--- src/rtl/falling_edge_pulse_gen_pkg.sv ---
// Shared types and constants for the falling-edge pulse train generator.
//   state_e     : controller state (idle, low phase, high phase)
//   DefCntW     : default width of the low/high phase length fields
//   DefRepW     : default width of the pulse-count field
//   OIdleLevel  : level driven on O whenever no low phase is in progress
package falling_edge_pulse_gen_pkg;

  typedef enum logic [1:0] {
    StIdle,
    StLow,
    StHigh
  } state_e;

  localparam int unsigned DefCntW = 8;
  localparam int unsigned DefRepW = 4;

  localparam logic OIdleLevel = 1'b1;

endpackage

--- src/rtl/falling_edge_pulse_gen_phase_timer.sv ---
// Loadable down-counter shared by the low and high phases.
//   clk_i      : clock, posedge
//   rst_ni     : synchronous active-low reset, clears the count
//   load_i     : load load_val_i (takes priority over en_i)
//   load_val_i : value to load (phase length minus one)
//   en_i       : decrement by one; holds at zero, never wraps
//   zero_o     : count is zero, i.e. the current cycle is the last of the phase
module falling_edge_pulse_gen_phase_timer #(
  parameter int unsigned CntW = 8
) (
  input  logic            clk_i,
  input  logic            rst_ni,
  input  logic            load_i,
  input  logic [CntW-1:0] load_val_i,
  input  logic            en_i,
  output logic            zero_o
);

  logic [CntW-1:0] cnt_q, cnt_d;

  always_comb begin
    cnt_d = cnt_q;
    if (load_i) begin
      cnt_d = load_val_i;
    end else if (en_i && (cnt_q != '0)) begin
      cnt_d = cnt_q - CntW'(1);
    end
  end

  always_ff @(posedge clk_i) begin
    if (!rst_ni) begin
      cnt_q <= '0;
    end else begin
      cnt_q <= cnt_d;
    end
  end

  assign zero_o = (cnt_q == '0);

endmodule

--- src/rtl/falling_edge_pulse_gen.sv ---
// Programmable active-low pulse train generator.
//   clk         : clock, all logic on posedge
//   reset       : synchronous active-low reset
//   start       : begin a train (sampled only while idle)
//   low_len     : cycles O is low per pulse (0 treated as 1), latched on start
//   high_len    : cycles O is high after each low phase (0 treated as 1), latched on start
//   num_pulses  : pulses per train, latched on start; 0 just returns done
//   abort       : end the train immediately while busy, without done
//   O           : registered waveform, idle high
//   fall_strobe : registered, high in the first low cycle of each pulse
//   busy        : train in progress
//   done        : one-cycle pulse on normal completion
module falling_edge_pulse_gen
  import falling_edge_pulse_gen_pkg::*;
#(
  parameter int unsigned CNT_W = DefCntW,
  parameter int unsigned REP_W = DefRepW
) (
  input  logic             clk,
  input  logic             reset,
  input  logic             start,
  input  logic [CNT_W-1:0] low_len,
  input  logic [CNT_W-1:0] high_len,
  input  logic [REP_W-1:0] num_pulses,
  input  logic             abort,
  output logic             O,
  output logic             fall_strobe,
  output logic             busy,
  output logic             done
);

  state_e           state_q, state_d;
  logic             o_q, o_d;
  logic             fs_q, fs_d;
  logic             busy_q, busy_d;
  logic             done_q, done_d;
  logic [CNT_W-1:0] low_q, low_d;
  logic [CNT_W-1:0] high_q, high_d;
  logic [REP_W-1:0] num_q, num_d;
  logic [REP_W-1:0] pcnt_q, pcnt_d;

  logic             tmr_load;
  logic [CNT_W-1:0] tmr_val;
  logic             tmr_en;
  logic             tmr_zero;

  logic [CNT_W-1:0] low_eff;
  logic [CNT_W-1:0] high_eff;

  // Zero-length phases are stretched to one cycle so every pulse has a real edge.
  assign low_eff  = (low_len == '0) ? CNT_W'(1) : low_len;
  assign high_eff = (high_len == '0) ? CNT_W'(1) : high_len;

  falling_edge_pulse_gen_phase_timer #(
    .CntW (CNT_W)
  ) u_phase_timer (
    .clk_i      (clk),
    .rst_ni     (reset),
    .load_i     (tmr_load),
    .load_val_i (tmr_val),
    .en_i       (tmr_en),
    .zero_o     (tmr_zero)
  );

  always_comb begin
    state_d  = state_q;
    o_d      = o_q;
    fs_d     = 1'b0;
    busy_d   = busy_q;
    done_d   = 1'b0;
    low_d    = low_q;
    high_d   = high_q;
    num_d    = num_q;
    pcnt_d   = pcnt_q;
    tmr_load = 1'b0;
    tmr_val  = '0;
    tmr_en   = 1'b0;

    case (state_q)
      StIdle: begin
        o_d    = OIdleLevel;
        busy_d = 1'b0;
        if (start) begin
          if (num_pulses == '0) begin
            done_d = 1'b1;
          end else begin
            low_d    = low_eff;
            high_d   = high_eff;
            num_d    = num_pulses;
            pcnt_d   = REP_W'(1);
            state_d  = StLow;
            o_d      = ~OIdleLevel;
            fs_d     = 1'b1;
            busy_d   = 1'b1;
            tmr_load = 1'b1;
            tmr_val  = low_eff - CNT_W'(1);
          end
        end
      end

      StLow: begin
        if (abort) begin
          state_d = StIdle;
          o_d     = OIdleLevel;
          busy_d  = 1'b0;
        end else if (tmr_zero) begin
          state_d  = StHigh;
          o_d      = OIdleLevel;
          tmr_load = 1'b1;
          tmr_val  = high_q - CNT_W'(1);
        end else begin
          tmr_en = 1'b1;
        end
      end

      StHigh: begin
        if (abort) begin
          state_d = StIdle;
          o_d     = OIdleLevel;
          busy_d  = 1'b0;
        end else if (tmr_zero) begin
          if (pcnt_q == num_q) begin
            // Last high phase finished: train complete.
            state_d = StIdle;
            o_d     = OIdleLevel;
            busy_d  = 1'b0;
            done_d  = 1'b1;
          end else begin
            state_d  = StLow;
            o_d      = ~OIdleLevel;
            fs_d     = 1'b1;
            pcnt_d   = pcnt_q + REP_W'(1);
            tmr_load = 1'b1;
            tmr_val  = low_q - CNT_W'(1);
          end
        end else begin
          tmr_en = 1'b1;
        end
      end

      default: begin
        state_d = StIdle;
        o_d     = OIdleLevel;
        busy_d  = 1'b0;
      end
    endcase
  end

  always_ff @(posedge clk) begin
    if (!reset) begin
      state_q <= StIdle;
      o_q     <= OIdleLevel;
      fs_q    <= 1'b0;
      busy_q  <= 1'b0;
      done_q  <= 1'b0;
      low_q   <= '0;
      high_q  <= '0;
      num_q   <= '0;
      pcnt_q  <= '0;
    end else begin
      state_q <= state_d;
      o_q     <= o_d;
      fs_q    <= fs_d;
      busy_q  <= busy_d;
      done_q  <= done_d;
      low_q   <= low_d;
      high_q  <= high_d;
      num_q   <= num_d;
      pcnt_q  <= pcnt_d;
    end
  end

  assign O           = o_q;
  assign fall_strobe = fs_q;
  assign busy        = busy_q;
  assign done        = done_q;

endmodule

--- config.mk ---
export PLATFORM = sky130hd
export DESIGN_NAME = falling_edge_pulse_gen
export DESIGN_NICKNAME = d
export VERILOG_FILES = /design/src/rtl/falling_edge_pulse_gen_pkg.sv /design/src/rtl/falling_edge_pulse_gen_phase_timer.sv /design/src/rtl/falling_edge_pulse_gen.sv
export SDC_FILE = /design/constraint.sdc
export NUM_CORES = 1
export LEC_CHECK = 0
export ABC_CLOCK_PERIOD_IN_PS = 3000
export BUFFER_PORTS_ARGS = -buffer_cell sky130_fd_sc_hd__buf_4
export CAP_MARGIN = 10
export CELL_PAD_IN_SITES_DETAIL_PLACEMENT = 1
export CELL_PAD_IN_SITES_GLOBAL_PLACEMENT = 1
export CORE_MARGIN = 10
export CORE_UTILIZATION = 30
export DETAILED_ROUTE_END_ITERATION = 8
export PLACE_DENSITY = 0.6
export SLEW_MARGIN = 20
export SYNTH_ARGS = -nofsm -noshare
export SYNTH_HDL_FRONTEND = slang
export SYNTH_SLANG_ARGS = --single-unit
--- constraint.sdc ---
create_clock -name clk -period 3 [get_ports clk]
set_input_delay 0.15 -clock clk [delete_from_list [all_inputs] [get_ports clk]]
set_output_delay 0.15 -clock clk [all_outputs]
set_load 0.02 [all_outputs]
==> results of run 1 <==
layout by cell type, fill, tap and decap left out, drive strengths merged, types with 8 or more instances in the layout:
cell type	count
o21ai	12
dfxtp	38
a211oi	8
ha	9
buf	34
nor2	20
inv	18
nor4	11
nand2	40
xnor2	19
a21oi	23
nor3	12
per-layer routing:
layer,vias up,track usage (%),part of all wire (%)
li1,1129,-,-
met1,1076,16.8,49
met2,34,20.7,47
met3,8,2.01,2.7
met4,0,3.86,1.2
met5,-,0,0
layout make-up:
cell class / instances / area [um2] / share of cell area (%)
multi-input combinational: 228 / 1490 / 53.4
clock inverter: 1 / 5.00 / 0.179
inverter: 18 / 67.6 / 2.42
tap: 102 / 128 / 4.57
sequential: 38 / 761 / 27.2
clock buffer: 7 / 86.3 / 3.09
timing repair buffer: 34 / 255 / 9.13
power breakdown:
part	internal (mW)	leakage (nW)	switching, mW	total, mW
logic	0.417	0.687	0.550	0.966
registers	0.595	0.312	0.102	0.697
clock network	0.186	0.0482	0.177	0.363
worst max-delay path, stage by stage (launching register included):
cell and delay (ns):
dfxtp_1 0.34, inv_1 0.07, ha_1 0.20, or3b_2 0.48
or3_1 0.55, o211ai_2 0.21, nand2_2 0.14, o311a_1 0.37
flip-flops by register name, indices dropped and copies added (netlist names):
register             count
low_q                    8
state_q                  2
busy                     1
pcnt_q                   4
high_q                   8
O                        1
num_q                    4
done                     1
fall_strobe              1
u_phase_timer.cnt_q      8
stage by stage:
stage	hold WS, ns	utilization [%]	cells	worst slack [ns]
global placement	0.412	35.0	420	0.618
global route	0.119	36.2	428	0.355
detailed placement	0.421	35.0	420	0.544
CTS	0.108	36.2	428	0.519
floorplan	0.286	-	296	0.824
finish	0.117	36.2	428	0.535
worst paths after layout:
path / depth (start not counted) / slack (ns) / end
max reg2reg: 7 / 0.54 / u_phase_timer.cnt_q[3]$_SDFFE_PN0P_
max: 7 / 0.54 / u_phase_timer.cnt_q[3]$_SDFFE_PN0P_
min reg2reg: 2 / 0.49 / low_q[5]$_SDFFE_PN0P_
min: 3 / 0.12 / high_q[1]$_SDFFE_PN0P_
kinds of logic (layout without fill, tap and decap cells):
family | Yosys count | after routing | synth area share [%]
simple gates | 112 | 112 | 23.7
compound gates | 79 | 79 | 23.8
flops | 38 | 38 | 32.1
buf+inv | 30 | 60 | 5.06
xor+xnor | 24 | 24 | 8.86
fa+ha+maj | 9 | 9 | 4.74
mux | 4 | 4 | 1.79
==> flow_summary_export.csv, run 1 <==
group,metric,value,unit
status,status,"finished, final reports clean",
logic_synthesis,ys_seq_area_share,32.1,%
sta,tightest_slew,0.680,ns
final_layout,area_delta_synth_final,17.8,%
logic_synthesis,netlist_top_cells_count,"39 x nand2_1, 38 x dfxtp_1, 23 x a21oi_1",
logic_synthesis,synth_edf_count,0,
critical_path,rr_startpoint,"u_phase_timer.cnt_q[0]$_SDFFE_PN0P_",
sta,finalSetupTns,0,ns
logic_synthesis,yosysMostFrequentCell,"nand2_1",
min_path,hold_path.startpoint,"high_len[1]",
critical_path,crit_type,"reg2reg",
logic_synthesis,synth.area.top_cells,"dfxtp_1 32%, xnor2_1 7.0%, nand2_1 6.2%, a21oi_1 4.8%, ha_1 4.7%",
sta,hold_viol,0,
grt,grt-ovfl-total,0,
logic_synthesis,syn_area_per_cell,8.02,um2
critical_path,startpoint,"u_phase_timer.cnt_q[0]$_SDFFE_PN0P_",
logic_synthesis,synth_nets,329,
final_layout,nFillCells,938,
logic_synthesis,synth_area,2370,um2
clocking,clock_path_buffers,2,
logic_synthesis,synth_cell_types,50,
logic_synthesis,synth_cells,296,
clocking,cts_hold_buf,0,
clocking,htreeDepth,2,
sta,max-slew-margin-rel,54.2,%
clocking,clkSinkCount,38,
sta,drv_slew,0,
min_path,hp-class,"in2reg",
critical_path,crit_fanout,10,
clocking,cts_root_buffer,"clkbuf_8",
die,start_util,30.7,%
critical_path,cp.required,3.17,ns
die,core-area,7730,um2
place,placed_cell_area,2700,um2
logic_synthesis,synth_seq_cells,38,
clocking,cts_setup_buffers,0,
die,rows,32,
clocking,cts_resized,0,
clocking,clk_latency,0.29,ns
die,die-area,11900,um2
drt,vias,2247,
place,dp.final_hpwl,5850,um
pwr,p_leak,1.05,nW
run,drv_cap,0,
logic_synthesis,async_flop_share,0,%
sta,setup_viol,0,
logic_synthesis,yosysTopAreaCell,"dfxtp_1",
clocking,cts_tree,"done",
final_layout,final_area,2800,um2
drt,drtAntennaViolNets,0,
sta,skew,0.00519,ns
drt,wl,7310,um
grt,grt_pass1_wl,12200,um
place,place_congestion,0.783,
pwr,power,2.03,mW
die,ios,28,
pwr,powerDensity,725,nW/um2
final_layout,drive_above_1_share,16.6,%
drt,drc,0,
logic_synthesis,synth_top_flop_cell,"dfxtp_1",
sta,fin_crit_sh,82.2,%
final_layout,num_antenna_cells,0,
pwr,ir_drop,225,uV
place,port_buffers,27,
final_layout,nets,358,
drt,wl_per_cell,17.1,um
die,die_y,109,um
critical_path,end_kind,"flop",
sta,period_needed,2.46,ns
drt,viasPerCell,5.25,
grt,grt_start_max_net_pins,18,
sta,grt_setup_unrepaired,"false",
drt,drt-initial-drc-count,84,
grt,antenna_found_initial,0,
die,die_width,109,um
clocking,clk_pin_slew,0.08,ns
grt,grtUsageTotal,12.7,%
critical_path,cp-start-kind,"flop",
clocking,cts_made_buffers,5,
drt,dr.pass1.iters,4,
sta,max_freq,406,MHz
critical_path,cp.arrival,2.64,ns
logic_synthesis,synth_top_area_share,32.1,%
logic_synthesis,ys_warn_count,0,
grt,grt_pass1_vias,2375,
Note: power is estimated with default switching activity, not from simulation.
==> run 2: changes to the inputs <==
- ABC_CLOCK_PERIOD_IN_PS: 3000 -> 2200
- PLACE_DENSITY: 0.6 -> 0.62
- clock period: 3 -> 2.2 ns (I/O delays scaled with it)
==> run 2 against run 1 <==
Against the previous run: total power is 51% higher; maximum frequency is 15% higher; first-iteration DRC count is 110% higher; sequential power is 34% higher; combinational power is 69% higher; via count is 4.8% higher.
==> flow_summary_export.csv, run 2 (synthesized netlist as in run 1, its figures left out) <==
group,metric,value,unit
status,status,"finished, final reports clean",
clocking,clk_pin_slew,0.08,ns
pwr,combPwrFrac,53.3,%
sta,hold_slack,0.0821,ns
final_layout,area_delta_synth_final,27.5,%
pwr,clkPwrFrac,16.4,%
pwr,p_leak,1.17,nW
clocking,cts_root_buffer,"clkbuf_8",
critical_path,crit_fanout,6,
run,drv_cap,0,
drt,wl_per_cell,16.8,um
pwr,ir_drop,514,uV
final_layout,num_antenna_cells,0,
pwr,powerDensity,1010,nW/um2
final_layout,drive_above_1_share,23.7,%
drt,top_layer,"met4",
critical_path,rr_startpoint,"u_phase_timer.cnt_q[1]$_SDFFE_PN0P_",
final_layout,post-route-util,39.2,%
critical_path,critPathTopFamily,"simple AND/OR/NAND/NOR gates",
drt,wl_met3,205,um
min_path,hold_path.startpoint,"reset",
critical_path,cp.arrival,2.31,ns
grt,grtUsageTotal,13.1,%
place,port_buffers,27,
drt,dr.pass1.iters,4,
critical_path,rrSetupSlack,0.05,ns
final_layout,fin_cells,452,
critical_path,crit_type,"reg2reg",
critical_path,crit_chain,"inv_1 > ha_2 > or3b_4 > or3_4 > o211a_4 > a2111oi_2 > a211oi_1",
grt,grt-ovfl-total,0,
die,die_width,109,um
drt,viasPerCell,5.21,
clocking,cts_tree,"done",
grt,grt_pass1_wl,12600,um
drt,wl_met1,3720,um
critical_path,cp.required,2.36,ns
critical_path,reg2reg_to,"u_phase_timer.cnt_q[2]$_SDFFE_PN0P_",
final_layout,layout_commonest_cell,"buf_4",
clocking,clk_latency,0.29,ns
final_layout,reg_top3,"high_q (8), low_q (8), u_phase_timer.cnt_q (8)",
sta,setup_viol,0,
sta,drv_slew,0,
critical_path,worst-path-stages,7,
critical_path,cp-start-kind,"flop",
grt,grt_pass1_vias,2399,
clocking,cts_made_buffers,5,
critical_path,cpPeakStageDelay,0.42,ns
pwr,p_switching,1.24,mW
die,die_y,109,um
sta,hold_viol,0,
sta,max-slew-margin-rel,61.8,%
drt,drt-initial-drc-count,175,
sta,skew,0.00954,ns
drt,wl,7610,um
clocking,htreeDepth,2,
place,place_congestion,0.799,
final_layout,final_cell_mix,"58 x buf_4, 39 x nand2_1, 38 x dfxtp_1",
drt,drtAntennaViolNets,0,
die,ios,28,
min_path,hold_end,"O$_SDFFE_PN1P_",
place,dp.final_hpwl,5900,um
min_path,hold_depth,2,
die,core-area,7730,um2
critical_path,slowest_stage,"or3_4",
final_layout,nets,382,
sta,grt_setup_unrepaired,"true",
critical_path,path_buf_inv,1,
sta,period_needed,2.15,ns
sta,max_freq,465,MHz
pwr,power_frac_seq,30.4,%
drt,vias,2355,
drt,wl_met2,3590,um
die,rows,32,
min_path,hp-class,"in2reg",
place,dp_cells,442,
critical_path,end_kind,"flop",
sta,fin_crit_sh,97.7,%
grt,antenna_found_initial,0,
clocking,clock_path_buffers,2,
grt,grt_start_max_net_pins,18,
pwr,p_int,1.83,mW
sta,tightest_slew,0.572,ns
clocking,cts_hold_buf,0,
drt,drc,0,
die,start_util,30.7,%
critical_path,r2r_cells,7,
die,die-area,11900,um2
clocking,clkSinkCount,38,
pwr,switching_share,40.3,%
## run 2: cell type report
type	count	area [um2]
clock buffer	7	86.3
clock inverter	1	5.00
fill	918	4700
inverter	18	67.6
multi-input combinational	228	1540
sequential	38	761
tap	102	128
timing repair buffer	58	435
## run 2: repair_timing
action,CTS,global route
setup endpoints to repair,6,10
pin swaps,0,5
buffers inserted,1,1
resized for setup,7,6
## run 2: metrics by stage
step	total power, mW	setup TNS, ns	worst slack, ns	cell area, um2
final	3.06	0	0.0509	3030
after CTS	3.03	0	0.00278	2990
after detailed placement	2.46	-0.136	-0.0857	2870
after global placement	2.43	0	0.0175	2870
after floorplan	1.87	0	0.0235	2370
after global routing	3.30	-0.0584	-0.0324	3030
## run 2: how the worst max path moves through the flow
stage,endpoint,startpoint,slack [ns]
final,u_phase_timer.cnt_q[2]$_SDFFE_PN0P_,u_phase_timer.cnt_q[1]$_SDFFE_PN0P_,0.05
after global routing,u_phase_timer.cnt_q[2]$_SDFFE_PN0P_,u_phase_timer.cnt_q[0]$_SDFFE_PN0P_,-0.03
after CTS,pcnt_q[3]$_SDFFE_PN0P_,u_phase_timer.cnt_q[0]$_SDFFE_PN0P_,0.003
after detailed placement,u_phase_timer.cnt_q[3]$_SDFFE_PN0P_,state_q[1]$_SDFFE_PN0P_,-0.09
after global placement,u_phase_timer.cnt_q[3]$_SDFFE_PN0P_,state_q[1]$_SDFFE_PN0P_,0.02
after floorplan,u_phase_timer.cnt_q[7]$_SDFFE_PN0P_,u_phase_timer.cnt_q[0]$_SDFFE_PN0P_,0.02
## run 2: metal layers
metal | up-vias | track usage [%]
met1 | 1138 | 17.8
met5 | - | 0
met2 | 35 | 20.8
met3 | 6 | 1.77
li1 | 1176 | -
met4 | 0 | 4.05
## run 2: power by group through the flow
| stage | logic (mW) | registers (mW) | clock network, mW |
|---|---|---|---|
| final | 1.63 | 0.931 | 0.502 |
| after detailed placement | 1.51 | 0.943 | 0 |
| after floorplan | 0.930 | 0.938 | 0 |
| after CTS | 1.57 | 0.928 | 0.523 |
| after global routing | 1.80 | 0.951 | 0.551 |
| after global placement | 1.49 | 0.939 | 0 |
